===== config.mk =====
export PLATFORM = sky130hd
export DESIGN_NAME = apb_master_bridge
export DESIGN_NICKNAME = d
export VERILOG_FILES = /design/src/rtl/apb_bridge_pkg.sv /design/src/rtl/apb_psel_decode.sv /design/src/rtl/apb_master_bridge.sv
export SDC_FILE = /design/constraint.sdc
export NUM_CORES = 1
export LEC_CHECK = 0
export CAP_MARGIN = 20
export CORE_UTILIZATION = 37
export DETAILED_ROUTE_END_ITERATION = 8
export GPL_ROUTABILITY_DRIVEN = 0
export HOLD_SLACK_MARGIN = 0.08
export PLACE_DENSITY_LB_ADDON = 0.08
export SETUP_SLACK_MARGIN = 0.3
export SLEW_MARGIN = 20
export SYNTH_ARGS = -nofsm -noshare
export SYNTH_HDL_FRONTEND = slang
export SYNTH_SLANG_ARGS = --single-unit

===== constraint.sdc =====
create_clock -name PCLK -period 3.75 [get_ports PCLK]
set_clock_uncertainty 0.15 [all_clocks]
set_input_delay 0.75 -clock PCLK [delete_from_list [all_inputs] [get_ports PCLK]]
set_output_delay 0.75 -clock PCLK [all_outputs]
set_load 0.02 [all_outputs]

===== src/rtl/apb_bridge_pkg.sv =====
// Shared types for the APB master bridge: FSM state encoding, request/response
// bundles for upstream glue, and the PSEL index width helper.
package apb_bridge_pkg;

`ifndef APB_BRIDGE_ADDR_W
`define APB_BRIDGE_ADDR_W 32
`endif
`ifndef APB_BRIDGE_DATA_W
`define APB_BRIDGE_DATA_W 32
`endif
`ifndef APB_BRIDGE_SEL_W
`define APB_BRIDGE_SEL_W 1
`endif

    typedef enum logic [1:0] {
        IDLE,
        SETUP,
        ACCESS,
        RESP
    } apb_state_t;

    localparam logic [2:0] PPROT_DEFAULT = 3'b000;

    typedef struct packed {
        logic                               write;
        logic [`APB_BRIDGE_ADDR_W-1:0]      addr;
        logic [`APB_BRIDGE_DATA_W-1:0]      wdata;
        logic [`APB_BRIDGE_DATA_W/8-1:0]    strb;
        logic [2:0]                         prot;
        logic [`APB_BRIDGE_SEL_W-1:0]       sel;
    } apb_req_t;

    typedef struct packed {
        logic [`APB_BRIDGE_DATA_W-1:0]      rdata;
        logic                               err;
        logic                               timeout;
    } apb_rsp_t;

    function automatic int sel_width(input int nsel);
        return (nsel > 1) ? $clog2(nsel) : 1;
    endfunction

endpackage


===== src/rtl/apb_psel_decode.sv =====
// Binary PSEL index to one-hot PSEL lines; indices with no matching line
// raise out_of_range and leave every PSEL low.
module apb_psel_decode #(
    parameter int NSEL  = 1,
    parameter int SEL_W = 1
) (
    input  logic [SEL_W-1:0] sel,
    output logic [NSEL-1:0]  psel,
    output logic             out_of_range
);

    always_comb begin
        psel         = '0;
        out_of_range = 1'b1;
        for (int i = 0; i < NSEL; i++) begin
            if (sel == SEL_W'(i)) begin
                psel[i]      = 1'b1;
                out_of_range = 1'b0;
            end
        end
    end

endmodule


===== src/rtl/apb_master_bridge.sv =====
// Valid/ready command port to APB3/APB4 master, one transfer in flight.
// Optional ACCESS wait-state timeout enabled by defining KVIPS_APB_TIMEOUT_EN.
module apb_master_bridge
    import apb_bridge_pkg::*;
#(
    parameter int  ADDR_W      = 32,
    parameter int  DATA_W      = 32,
    parameter int  NSEL        = 1,
    parameter int  TIMEOUT_CYC = 256,
    localparam int STRB_W      = DATA_W / 8,
    localparam int SEL_W       = sel_width(NSEL)
) (
    input  logic              PCLK,
    input  logic              PRESET,
    input  logic              apb4_en,

    input  logic              req_valid,
    output logic              req_ready,
    input  logic              req_write,
    input  logic [ADDR_W-1:0] req_addr,
    input  logic [DATA_W-1:0] req_wdata,
    input  logic [STRB_W-1:0] req_strb,
    input  logic [2:0]        req_prot,
    input  logic [SEL_W-1:0]  req_sel,

    output logic              rsp_valid,
    input  logic              rsp_ready,
    output logic [DATA_W-1:0] rsp_rdata,
    output logic              rsp_err,
    output logic              rsp_timeout,

    output logic [ADDR_W-1:0] PADDR,
    output logic [NSEL-1:0]   PSEL,
    output logic              PENABLE,
    output logic              PWRITE,
    output logic [DATA_W-1:0] PWDATA,
    output logic [2:0]        PPROT,
    output logic [STRB_W-1:0] PSTRB,
    input  logic [DATA_W-1:0] PRDATA,
    input  logic              PREADY,
    input  logic              PSLVERR
);

    apb_state_t      state;
    logic [NSEL-1:0] dec_psel;
    logic            dec_oor;
    logic            sel_oor;

    apb_psel_decode #(
        .NSEL  (NSEL),
        .SEL_W (SEL_W)
    ) u_psel_decode (
        .sel          (req_sel),
        .psel         (dec_psel),
        .out_of_range (dec_oor)
    );

    assign req_ready = (state == IDLE) && !PRESET;

`ifdef KVIPS_APB_TIMEOUT_EN
    localparam int CNT_W = $clog2(TIMEOUT_CYC + 1);
    logic [CNT_W-1:0] wait_cnt;
`else
    assign rsp_timeout = 1'b0;
`endif

    // An unselected target has nobody to raise PREADY, so sel_oor lets ACCESS finish alone.
    always_ff @(posedge PCLK or posedge PRESET) begin
        if (PRESET) begin
            state     <= IDLE;
            PADDR     <= '0;
            PSEL      <= '0;
            PENABLE   <= 1'b0;
            PWRITE    <= 1'b0;
            PWDATA    <= '0;
            PPROT     <= '0;
            PSTRB     <= '0;
            rsp_valid <= 1'b0;
            rsp_rdata <= '0;
            rsp_err   <= 1'b0;
            sel_oor   <= 1'b0;
`ifdef KVIPS_APB_TIMEOUT_EN
            wait_cnt    <= '0;
            rsp_timeout <= 1'b0;
`endif
        end else begin
            case (state)
                IDLE: begin
                    if (req_valid && req_ready) begin
                        PADDR   <= req_addr;
                        PWRITE  <= req_write;
                        PWDATA  <= req_write ? req_wdata : '0;
                        PPROT   <= apb4_en ? req_prot : PPROT_DEFAULT;
                        PSTRB   <= !req_write ? '0 : (apb4_en ? req_strb : '1);
                        PSEL    <= dec_psel;
                        PENABLE <= 1'b0;
                        sel_oor <= dec_oor;
                        state   <= SETUP;
                    end
                end
                SETUP: begin
                    PENABLE <= 1'b1;
`ifdef KVIPS_APB_TIMEOUT_EN
                    wait_cnt <= '0;
`endif
                    state   <= ACCESS;
                end
                ACCESS: begin
                    if (PREADY || sel_oor) begin
                        PSEL      <= '0;
                        PENABLE   <= 1'b0;
                        rsp_valid <= 1'b1;
                        rsp_rdata <= (PWRITE || sel_oor) ? '0 : PRDATA;
                        rsp_err   <= PSLVERR || sel_oor;
`ifdef KVIPS_APB_TIMEOUT_EN
                        rsp_timeout <= 1'b0;
`endif
                        state     <= RESP;
                    end
`ifdef KVIPS_APB_TIMEOUT_EN
                    else if (wait_cnt == CNT_W'(TIMEOUT_CYC - 1)) begin
                        PSEL        <= '0;
                        PENABLE     <= 1'b0;
                        rsp_valid   <= 1'b1;
                        rsp_rdata   <= '0;
                        rsp_err     <= 1'b1;
                        rsp_timeout <= 1'b1;
                        state       <= RESP;
                    end else begin
                        wait_cnt <= wait_cnt + 1'b1;
                    end
`endif
                end
                RESP: begin
                    if (rsp_ready) begin
                        rsp_valid <= 1'b0;
                        state     <= IDLE;
                    end
                end
                default: state <= IDLE;
            endcase
        end
    end

endmodule


### After elaboration in Yosys (flattened, before gate mapping)

Cells that the tools add are included.
Widths: inputs -> output; s select.

| cells by class | value |
|---|---|
| add/subtract/negate cells | 0 |
| $mul | 0 |
| div/mod/pow operators | 0 |
| order comparisons | 0 |
| equality and inequality tests | 6 |
| shift-type cells | 0 |
| multiplexer cells | 19 |
| bitwise operators | 0 |
| reductions and logical operators | 16 |

Operator list:

| cell | count |
|---|---|
| $mux 32 | 2 |
| $reduce_and 3->1 | 4 |
| $mux 4 | 2 |
| $pmux 2 s4 | 1 |
| $mux 1 | 7 |
| $mux 2 | 3 |
| $eq 2x2->1 const B | 2 |
| $ne 2x2->1 const B | 2 |
| $pmux 1 s2 | 2 |
| $reduce_and 2->1 | 2 |
| $reduce_bool 2->1 | 2 |
| $logic_or 1x1->1 | 3 |
| $mux 3 | 1 |
| $pmux 1 s3 | 1 |
| $reduce_bool 3->1 | 1 |
| $eq 2x1->1 const B | 1 |
| $logic_and 1x1->1 | 2 |
| $logic_not 2->1 | 1 |
| $ne 2x1->1 const B | 1 |
| $logic_not 1->1 | 1 |

| word-level totals | value |
|---|---|
| bits in registers | 111 |
| bits in latches | 0 |
| memory bits (writable) | 0 |
| bits in read-only memories | 0 |
| input bits | 112 |
| output and inout port bits | 110 |
| memories kept | 0 |

### Depth between registers and ports, before layout

| depth | value |
|---|---|
| word-level depth | 5 |
| depth in mapped cells | 7 |
| mapped depth without buffers | 5 |

### Modules after synthesis

Synthesis repeated with hierarchy kept, for this count alone.

| unflattened totals | value |
|---|---|
| cells, all modules | 425 |
| area total of the unflattened synthesis | 4574.4 µm² |

Modules (own cells, without submodules):

| module | times used | cells an instance | area each (µm²) |
|---|---|---|---|
| apb_master_bridge | 1 | 423 | 4563.1 |
| apb_psel_decode | 1 | 2 | 11.3 |

### Worst setup path before layout

OpenSTA, ideal clock, no wires.

| timing | value |
|---|---|
| kind | reg2out |
| from | register state[0] |
| to | output port req_ready |
| arrival time | 1.141 ns |
| path slack | 1.709 ns |
| stages on the path, launching flop included | 4 |
| path buffers | 0 |
| path through | dfrtp_1 > inv_1 > ha_1 > nor2b_1 |

| between the ends | value |
|---|---|
| longest elaborated chain between the ends | 2 |

RTL lines:

| element | line | text |
|---|---|---|
| from (decl) | apb_master_bridge.sv:44 | `apb_state_t state;` |
| from (signal assigned) | apb_master_bridge.sv:70 | `state <= IDLE;` |
| from (signal assigned) | apb_master_bridge.sv:98 | `state <= SETUP;` |
| from (signal assigned) | apb_master_bridge.sv:106 | `state <= ACCESS;` |
| $logic_not 2->1 | apb_master_bridge.sv:58 | `assign req_ready = (state == IDLE) && !PRESET;` |
| $logic_and 1x1->1 | apb_master_bridge.sv:58 |  |
| to (decl) | apb_master_bridge.sv:18 | `output logic req_ready,` |

No other way between the ends.

### Final worst setup path

Ends and elaborated chain as after synthesis.

==> impl_metrics.py <==
metrics = {
    "sta": {
        "slew_headroom": 0.350,
        "final.setup.tns_ps": 0,
        "fmax_mhz": 337,
        "worst_slew_pin_slew_ps": 972,
        "maxSlewViolCount": 0,
        "fin_crit_ps": 2960,
        "final_min_period_over_clock_period": 0.790,
        "final-hold-violation-count": 0,
        "setup_violation_total_in_the_final_timing_report": 0,
        "grt_setup_unrepaired": "no",
    },
    "flow_run": {
        "drv.max_cap_violation_count": 0,
    },
    "detailed_routing": {
        "drt_pre_antenna_iters": 4,
        "drt-wirelength-per-cell_um": 15.0,
        "drt_drc_violations_left": 0,
        "totalWireLength_um": 11700,
        "detailedRoute.firstIterationViolations": 187,
        "detailroute.via_count": 3673,
        "avgViaCountPerCell": 4.68,
        "ant_nets": 0,
    },
    "floorplan": {
        "core_sq_um": 12000,
        "initial_core_util": 0.380,
        "die_width_um": 113,
        "design.portCount": 222,
        "fp.dieArea_sq_um": 12800,
        "floorplan.die.height_um": 113,
        "fp-row-count": 40,
    },
    "setup_path": {
        "criticalPathCategory": "register to primary output",
        "cp_max_fo": 7,
        "endpoint_kind": "primary output",
        "timing.critical_path.arrival_ps": 2060,
        "timing.critical_path.required_ps": 2850,
        "timing.critical_path.from_type": "register",
    },
    "clock_network": {
        "cts_inserted_buffers": 9,
        "post_cts.resized_instances": 0,
        "clock_pin_slew_on_the_worst_setup_and_hold_paths_ps": 70,
        "clk-insertion-delay-late_ps": 350,
        "tritoncts": "done",
        "postCtsSetupBuffers": 0,
        "tritoncts_num_sinks": 111,
        "cts-root-to-sink-buffers": 2,
        "ctsHoldBuffers": 0,
        "cts.htree.levels": 3,
        "cts_root_buffer": "sky130_fd_sc_hd__clkbuf_16",
    },
    "finish": {
        "layout.cells.non_filler": 784,
        "layout.cells.most_common": "sky130_fd_sc_hd__clkdlybuf4s50_1",
        "number_of_inserted_diodes": 0,
        "fin_nets": 749,
        "syn_to_final_growth_pct": 57.9,
        "fill_cells": 1097,
        "layout-drive-gt1-share": 0.0989,
        "commonest_cells_after_routing_fill_and_taps_aside": "sky130_fd_sc_hd__clkdlybuf4s50_1, sky130_fd_sc_hd__nand2_1, sky130_fd_sc_hd__dfrtp_1, sky130_fd_sc_hd__o21ai_0, sky130_fd_sc_hd__mux2_4",
    },
    "grt": {
        "vias_in_the_first_global_route": 3744,
        "grt_start_max_net_pins": 67,
        "grt_first_pass_wirelength_um": 19100,
        "grt_antenna_before_repair": 0,
        "globalRouteOverflowTotal": 0,
        "global_route.usage.total": 0.191,
    },
    "status": {
        "status": "completed",
    },
    "logic_synthesis": {
        "synth.lib_cells_used.distinct": 23,
        "post_synth_instance_area_sq_um": 4570,
        "mappedNetlistNets": 537,
        "synth_largest_type_area_fraction": 0.608,
        "synth_warnings": 0,
        "post_synth_inst_count": 420,
        "post_synthesis_sequential_area_ratio": 0.608,
        "synth_seq_cells": 111,
        "syn_area_per_cell_sq_um": 10.9,
        "yosysTopAreaCell": "sky130_fd_sc_hd__dfrtp_1",
        "yosys-top-cells-area": "sky130_fd_sc_hd__dfrtp_1, sky130_fd_sc_hd__nand2_1, sky130_fd_sc_hd__mux2_4",
    },
    "power_and_ir_drop": {
        "power_density_nw_per_um2": 755,
        "vdd_ir_drop_max_mv": 0.373,
        "power.leakage_nw": 3.24,
    },
    "worst_hold_path": {
        "hold_path_class": "register to register",
    },
    "place": {
        "place_inst": 768,
        "io_buffer_count": 220,
        "hpwl_dp_um": 8420,
    },
}
[state kept, by name, summed over array words and instances (netlist names)]
name,flops
PSEL,1
rsp_err,1
PSTRB,4
rsp_valid,1
PENABLE,1
PWRITE,1
rsp_rdata,32
PADDR,32
sel_oor,1
PPROT,3
state,2
PWDATA,32
[cell usage after synthesis]
master                      count
sky130_fd_sc_hd__a21oi_1        2
sky130_fd_sc_hd__mux2_2         4
sky130_fd_sc_hd__conb_1         1
sky130_fd_sc_hd__buf_6          5
sky130_fd_sc_hd__nor3b_1        1
sky130_fd_sc_hd__o21ai_0       78
sky130_fd_sc_hd__nand2_1      142
sky130_fd_sc_hd__ha_1           5
sky130_fd_sc_hd__nand2b_1       1
sky130_fd_sc_hd__buf_4          1
sky130_fd_sc_hd__nor2b_1        2
sky130_fd_sc_hd__dfrtp_1      111
sky130_fd_sc_hd__a32o_1         1
sky130_fd_sc_hd__o311ai_0       1
sky130_fd_sc_hd__a2bb2oi_1      1
sky130_fd_sc_hd__nand3b_2       1
sky130_fd_sc_hd__mux2_4        32
sky130_fd_sc_hd__nor2_1         3
sky130_fd_sc_hd__buf_2          7
sky130_fd_sc_hd__a211o_1        1
sky130_fd_sc_hd__clkbuf_1      14
sky130_fd_sc_hd__inv_1          4
sky130_fd_sc_hd__a211oi_1       2
[layout make-up]
class | instances | area, sq um | share of cell area
sequential | 111 | 2780 | 0.385
tap | 147 | 184 | 0.0255
timing repair buffer | 228 | 2310 | 0.320
multi-input combinational | 278 | 1650 | 0.228
clock inverter | 4 | 20.0 | 0.00277
clock buffer | 12 | 256 | 0.0355
inverter | 4 | 18.8 | 0.00260
[metrics by stage]
step	instance area (sq um)	util	setup slack [ps]	hold slack (ps)	total power [mW]
finish	7220	0.601	786	328	5.45
global route	7220	0.601	701	347	5.80
CTS	7220	0.601	771	335	5.53
detailed placement	6940	0.578	792	319	4.60
global placement	6940	0.578	772	311	4.54
floorplan	4570	-	1510	384	3.34
[per-layer routing]
metal	GRT usage	vias up	wire length [um]	part of all wire
met5	0	-	0	0
met3	0.0605	16	1000	0.085
met4	0.0825	0	258	0.022
li1	-	1799	-	-
met2	0.303	149	5470	0.47
met1	0.241	1709	5010	0.43
[final timing paths]
kind / slack, ps / endpoint / cells past startpoint / start
setup / recovery: 790 / req_ready / 4 / state[0]
hold / removal: 330 / PWDATA[21] / 2 / PWDATA[21]
setup reg to reg: 1670 / PADDR[27] / 5 / state[0]
hold reg to reg: 330 / PWDATA[21] / 2 / PWDATA[21]
max in group asynchronous: 2040 / PADDR[11] / 3 / PRESET
min in group asynchronous: 740 / PSEL / 2 / PRESET
[report_power, final]
part / internal (mW) / switching [mW] / leakage [nW]
combinational: 1.34 / 1.29 / 1.68
sequential: 1.66 / 0.265 / 1.41
clock: 0.483 / 0.418 / 0.142
total: 3.48 / 1.97 / 3.24
[critical path, cell delays in order (launching register included)]
cell and delay, ps:
sky130_fd_sc_hd__dfrtp_1 420, sky130_fd_sc_hd__inv_1 120, sky130_fd_sc_hd__ha_1 340, sky130_fd_sc_hd__nor2b_1 210, sky130_fd_sc_hd__clkdlybuf4s50_1 620
[kinds of logic after synthesis]
kind of cell             after synthesis  share of synthesized area
adder cells (fa/ha/maj)                5                     0.0137
multiplexers                          36                      0.115
other                                  1                   0.000821
flip-flops                           111                      0.608
AO/OA/AOI/OAI                         86                     0.0988
buffers and inverters                 31                     0.0364
AND/OR/NAND/NOR                      150                      0.127
Note: power is estimated with default switching activity, not from simulation.
